===== config.mk =====
export PLATFORM = sky130hd
export DESIGN_NAME = ft2232h_led_controller
export DESIGN_NICKNAME = d
export VERILOG_FILES = /design/src/rtl/ft2232h_pkg.sv /design/src/rtl/ft2232h_led_controller.sv
export SDC_FILE = /design/constraint.sdc
export NUM_CORES = 1
export LEC_CHECK = 0
export ABC_AREA = 1
export CAP_MARGIN = 10
export CORE_MARGIN = 10
export CORE_UTILIZATION = 29
export CTS_BUF_LIST = sky130_fd_sc_hd__clkbuf_16
export DETAILED_ROUTE_END_ITERATION = 7
export GPL_ROUTABILITY_DRIVEN = 0
export PLACE_DENSITY = 0.62
export SETUP_SLACK_MARGIN = 0.1
export SYNTH_ARGS = -nofsm -noshare
export SYNTH_HDL_FRONTEND = slang
export SYNTH_SLANG_ARGS = --single-unit

===== constraint.sdc =====
create_clock -name clk_i -period 1.2 [get_ports clk_i]
set_input_delay 0.18 -clock clk_i [delete_from_list [all_inputs] [get_ports clk_i]]
set_output_delay 0.18 -clock clk_i [all_outputs]
set_load 0.01 [all_outputs]

===== src/rtl/ft2232h_pkg.sv =====
// Shared types and constants for the FT2232H FT245-sync LED controller.
package ft2232h_pkg;

   // Default width of the FIFO data bus and LED bus
   localparam int unsigned DEFAULT_DATA_W = 8;

   // Active-low strobe levels used on RXF#, OE# and RD#
   localparam logic ASSERT_N   = 1'b0;
   localparam logic DEASSERT_N = 1'b1;

   // Read FSM states
   typedef enum logic [1:0] {
      IDLE    = 2'd0,
      OE_WAIT = 2'd1,
      READ    = 2'd2
   } state_t;

endpackage : ft2232h_pkg


===== src/rtl/ft2232h_led_controller.sv =====
// FT2232H FT245-sync FIFO reader that mirrors the last byte read onto an LED bus.
// Optional feature: define FT_LED_BYTECOUNT_EN to add a 16-bit wrapping capture counter
// on output byte_cnt_o.
module ft2232h_led_controller
   import ft2232h_pkg::*;
#(
   parameter int unsigned       DATA_W        = DEFAULT_DATA_W,
   parameter logic [DATA_W-1:0] LED_RESET_VAL = '0
) (
   input  logic              clk_i,
   input  logic              rst_i,
   input  logic              rxf_i,
   input  logic              oe_i,
   input  logic [DATA_W-1:0] data_i,
   output logic              rd_o,
   output logic [DATA_W-1:0] led_r
`ifdef FT_LED_BYTECOUNT_EN
   ,
   output logic [15:0]       byte_cnt_o
`endif
);

   // Power-up values let the block run correctly even if reset is never asserted
   state_t            state_q = IDLE;
   state_t            state_d;
   logic              rd_q    = DEASSERT_N;
   logic [DATA_W-1:0] led_q   = LED_RESET_VAL;
   logic              rd_d;
   logic              capture_c;

   // State register
   always_ff @(posedge clk_i) begin
      if (rst_i) begin
         state_q <= IDLE;
      end else begin
         state_q <= state_d;
      end
   end

   // Next-state logic: detect data, qualify OE#, then stream until either strobe drops
   always_comb begin
      state_d = state_q;
      unique case (state_q)
         IDLE: begin
            if (rxf_i == ASSERT_N) begin
               state_d = OE_WAIT;
            end
         end
         OE_WAIT: begin
            if (rxf_i == DEASSERT_N) begin
               state_d = IDLE;
            end else if (oe_i == ASSERT_N) begin
               state_d = READ;
            end
         end
         READ: begin
            if ((rxf_i == DEASSERT_N) || (oe_i == DEASSERT_N)) begin
               state_d = IDLE;
            end
         end
         default: begin
            state_d = IDLE;
         end
      endcase
   end

   // Output decode: RD# follows the state being entered; capture only on a fully qualified edge
   always_comb begin
      rd_d      = DEASSERT_N;
      capture_c = 1'b0;
      if (state_d == READ) begin
         rd_d = ASSERT_N;
      end
      if ((state_q == READ) && (rxf_i == ASSERT_N) && (oe_i == ASSERT_N) &&
          (rd_q == ASSERT_N)) begin
         capture_c = 1'b1;
      end
   end

   // Registered RD# strobe and LED capture; data_i is ignored outside capture edges
   always_ff @(posedge clk_i) begin
      if (rst_i) begin
         rd_q  <= DEASSERT_N;
         led_q <= LED_RESET_VAL;
      end else begin
         rd_q <= rd_d;
         if (capture_c) begin
            led_q <= data_i;
         end
      end
   end

   assign rd_o  = rd_q;
   assign led_r = led_q;

`ifdef FT_LED_BYTECOUNT_EN
   logic [15:0] byte_cnt_q = '0;

   // Count captured bytes, wrapping naturally at 16 bits
   always_ff @(posedge clk_i) begin
      if (rst_i) begin
         byte_cnt_q <= '0;
      end else if (capture_c) begin
         byte_cnt_q <= byte_cnt_q + 16'(1);
      end
   end

   assign byte_cnt_o = byte_cnt_q;
`endif

endmodule : ft2232h_led_controller


======== After elaboration in Yosys (flattened, before gate mapping) ========
Cells that the tools add are included.
word-level totals
  bits in registers ....................... 11
  bits of input ports ..................... 12
  output and inout bits ................... 9
  logic and storage cells ................. 21
cells by class
  equality and inequality tests ........... 3
  muxes and demuxes ....................... 7
  bitwise gates (word level) .............. 3
  reductions and logical operators ........ 5
operators by type and width
  cell                  number
  $mux W2               4
  $pmux W2 S3           1
  $eq A2 B2 Y1 const B  2
  $logic_and A1 B1 Y1   3
  $not A1 Y1            3
  $eq A2 B1 Y1 const B  1
  $logic_not A2 Y1      1
  $mux W1               2
  $logic_or A1 B1 Y1    1

======== Logic depth before layout (Yosys ltp) ========
  depth after elaboration ................. 5
  depth in mapped cells ................... 5
  gate-level depth less buffers ........... 5

======== Least setup slack after synthesis ========
OpenSTA, ideal clock, no wires.
  path type ............................... reg-to-reg
  start point ............................. register rd_q (netlist: rd_o)
  end point ............................... register led_q[0] (netlist: led_r[0])
  library setup time ...................... 0.113 ns
  arrival time ............................ 0.856 ns
  required time ........................... 1.087 ns
  slack ................................... 0.231 ns
  cell stages (with the launch flop) ...... 6
  path buffers ............................ 0
  period minus slack after synthesis ...... 0.969 ns
  path through ............................ dfxtp_1 clkinv_1 nand2_2 nor2_4 nor2_1 nor2_1
on the way
  word-level cells in the longest chain between the ends .. 3
ends and longest elaborated chain
  item                    line                          text
  from (decl)             ft2232h_led_controller.sv:26  logic rd_q = DEASSERT_N;
  from (signal assigned)  ft2232h_led_controller.sv:86  rd_q <= rd_d;
  $not A1 Y1              ft2232h_led_controller.sv:75  (rd_q == ASSERT_N)) begin
  $logic_and A1 B1 Y1     ft2232h_led_controller.sv:74  if ((state_q == READ) && (rxf_i == ASSERT_N) && (oe_i == ASSERT_N) &&
  $mux W1                 ft2232h_led_controller.sv:74
  to (signal assigned)    ft2232h_led_controller.sv:88  led_q <= data_i;
  to (decl)               ft2232h_led_controller.sv:27  logic [DATA_W-1:0] led_q = LED_RESET_VAL;
Every way passes these cells.
A chain may end at the register's enable or synchronous reset.

======== Final worst setup path ========
  start point ............................. register rd_q (netlist: rd_o)
  end point ............................... output rd_o
RTL lines
  item       line                          text
  to (decl)  ft2232h_led_controller.sv:15  output logic rd_o,
No word-level cell between the ends.

==> summary.md <==
| Metric | Value |
|---|---|
| Slew HR | 0.859 |
| Final Max Tran Viols | 0 |
| Final std cells w/o fill | 110 |
| First-pass GRT wire length | 2010 um |
| FP Rows | 14 |
| Via-to-Cell Ratio | 4.52 |
| Die Y-Extent | 60.7 um |
| Req. time, crit path | 1.02 ns |
| Clk buf depth | 2 |
| CTS Sinks | 11 |
| DRC viols | 0 |
| CP endpoint kind | primary output |
| Placed Instances | 105 |
| GRT Residual Overflow | 0 |
| Syn. warnings | 0 |
| Syn Nets | 78 |
| Total CTS buffers | 3 |
| Worst min path class | input port to flip-flop |
| Starting Density | 0.311 |
| Max-Cap Viols | 0 |
| Reg-to-Reg End | led_r[7]$_SDFFE_PP0P_ |
| Worst setup SP type | flip-flop |
| Peak VDD IR | 1210 uV |
| Core Util, Final | 0.529 |
| Clock root cell | clkbuf_16 |
| Sw frac | 0.188 |
| Synth Area in Adders | 0 |
| Synth Area in Simple Gates | 0.439 |
| Power share of the clock group | 0.563 |
| Synth cell types | 12 |
| Core region area | 1540 um2 |
| Vias in the first global route | 467 |
| Min Tclk post-route | 1.07 ns |
| Inserted Diodes | 0 |
| Sequential share of the synthesized area | 0.460 |
| Hold Vio Cnt, Final | 0 |
| FF+latch count, synth | 11 |
| Worst R2R Path Depth | 5 |
| Routed WL | 1270 um |
| Die X | 60.7 um |
| Largest family of logic cells by synthesized area | simple AND/OR/NAND/NOR gates |
| Post-synth top cells | nor2_1, dfxtp_1, inv_1, nand2_1, nand4_1 |
| Unrepaired setup endpoints after global routing | true |
| Leakage power | 0.405 nW |
| Arrival time worst endpoint | 0.89 ns |
| Top cells by area, synth | dfxtp_1, nor2_1, nand4_1 |
| Async set-reset flop share out of synthesis | 0 |
| R2R Setup Slk | 0.22 ns |
| Post-synth top flop | dfxtp_1 |
| CP Depth | 1 |
| Worst Setup SP | rd_o$_SDFF_PP1_ |
| H-tree depth | 1 |
| Critical path fanouts, max | 2 |
| Post-synthesis cell area | 479 um2 |
| Slowest CP cell | dfxtp_1 |
| Final ANT Viol Nets | 0 |
| Yosys top cell area share | 0.460 |
| Tot GR Track Use | 0.0762 |
| Sequential Power Share | 0.353 |
| WP buf/inv | 1 |
| WL per Instance | 11.5 um |
| Critical-path cell list | dlygate4sd2_1 |
| First drt pass iteration count | 2 |
| Slew @ Worst Pin | 0.210 ns |
| Pint | 859 uW |
| Worst skew pair latency | 0.24 ns |
| Outcome | finished, final reports clean |
| Pin count of the biggest net entering global routing | 10 |
| Reg-to-Reg Start | rd_o$_SDFF_PP1_ |
| Top delay family on crit path | flip-flops |
| Syn Area/Cell | 7.26 um2 |
| Initial antenna violation count | 0 |
| Ratio of cells with drive above 1 in the final layout | 0.128 |
| Max Freq | 937 MHz |
| CTS tree | yes |
| Hold path depth | 2 |
| Drt initial violations | 6 |
| Combinational power share | 0.084 |
| Compound-cell area share of the yosys netlist | 0 |
| Hold Buf Count CTS | 0 |
| Clock Skews | 0.00251 ns |
| Period utilisation layout | 0.890 |
| Leading area contributor after synthesis | dfxtp_1 |
| Final setup vio count | 0 |
| Ports | 21 |
| Power Density | 1300 nW/um2 |
| Setup TNS Final | 0 ns |
| Mux share of post-synthesis cell area | 0 |
| Post-detail-place hpwl | 988 um |
| Area delta synth->final | 70.2% |
| Mapped Cells | 66 |
| Hold_sp | rxf_i |
| Reg clk slew, reported paths | 0.04 ns |
| Area of the die | 3680 um2 |
| Most frequent cell after synthesis | nor2_1 |
| Slowest cell delay on critical path | 0.36 ns |
| Final net count | 107 |
| Setup Crit Path Kind | flip-flop to primary output |
| Xor/xnor share of the synthesized area | 0 |
| Fillers | 157 |
| I/O Buffers | 20 |
| Sw power | 199 uW |
| Worst Hold End | state_q[0]$_SDFF_PP0_ |
| Vias | 497 |
| Post-synth EDFFs | 0 |
## cells in the final DEF (no fill, tap or decap)
cell	netlist	layout
nor2_1	17	17
inv_1	11	12
nand2_1	11	11
dlygate4sd2_1	0	11
dfxtp_1	11	11
clkdlybuf4s50_1	0	9
nand4_1	8	8
clkbuf_16	0	3
buf_4	0	3
nor2_4	1	2
nor2_8	1	1
clkinvlp_4	0	1
nand2_2	1	1
clkinv_1	2	1
nor4_1	1	1
nand3_1	1	1
buf_12	0	1
## power by group through the flow
stage / logic, mW / clock network [mW] / registers (mW)
final: 0.0887 / 0.596 / 0.374
after global placement: 0.0904 / 0 / 0.379
after detailed placement: 0.0907 / 0 / 0.379
after global routing: 0.0965 / 0.642 / 0.374
after CTS: 0.0883 / 0.616 / 0.373
after floorplan: 0.0295 / 0 / 0.379
## kinds of logic (layout without fill, tap and decap cells)
group	count (synthesis)	in the layout
flip-flops	11	11
AND/OR/NAND/NOR	42	42
buffers and inverters	13	41
## per-stage QoR
| stage | hold slack [ns] | power (mW) | setup WS (ns) | cell area (um2) |
|---|---|---|---|---|
| after floorplan | 0.256 | 0.409 | 0.231 | 479 |
| after global placement | 0.449 | 0.469 | -0.120 | 734 |
| after detailed placement | 0.448 | 0.470 | -0.150 | 734 |
| after CTS | 0.401 | 1.08 | 0.125 | 800 |
| after global routing | 0.415 | 1.11 | 0.0750 | 816 |
| final | 0.401 | 1.06 | 0.132 | 816 |
## per-layer routing
| layer | vias to the layer above | global-route usage | part of all wire |
|---|---|---|---|
| li1 | 261 | - | - |
| met1 | 222 | 0.0685 | 0.39 |
| met2 | 12 | 0.119 | 0.48 |
| met3 | 2 | 0.0585 | 0.11 |
| met4 | 0 | 0.0470 | 0.020 |
| met5 | - | 0 | 0 |
## sequential cells by signal, summed over array words and instances (netlist names)
| name | cells |
|---|---|
| led_r | 8 |
| rd_o | 1 |
| state_q | 2 |
## how the worst max path moves through the flow
stage                                        to  slack (ns)
after floorplan           led_r[0]$_SDFFE_PP0P_        0.23
after global placement    led_r[7]$_SDFFE_PP0P_       -0.12
after detailed placement  led_r[7]$_SDFFE_PP0P_       -0.15
after CTS                 led_r[5]$_SDFFE_PP0P_        0.12
after global routing                       rd_o        0.08
final                                      rd_o        0.13
## timing repair
| item | CTS | global route |
|---|---|---|
| buffers inserted | 0 | 1 |
| pin swaps | 1 | 0 |
| resized for setup | 11 | 2 |
| setup endpoints to repair | 10 | 8 |
## area by class of cell
type	instances	area, um2	area share
flip-flops and latches	11	220	0.270
well taps	16	20.0	0.0245
inverters	13	52.6	0.0644
clock buffers	3	75.1	0.0920
multi-input cells	42	215	0.264
clock inverters	1	3.75	0.00460
repair buffers	24	229	0.281
Power figures use the tool's default switching activity.
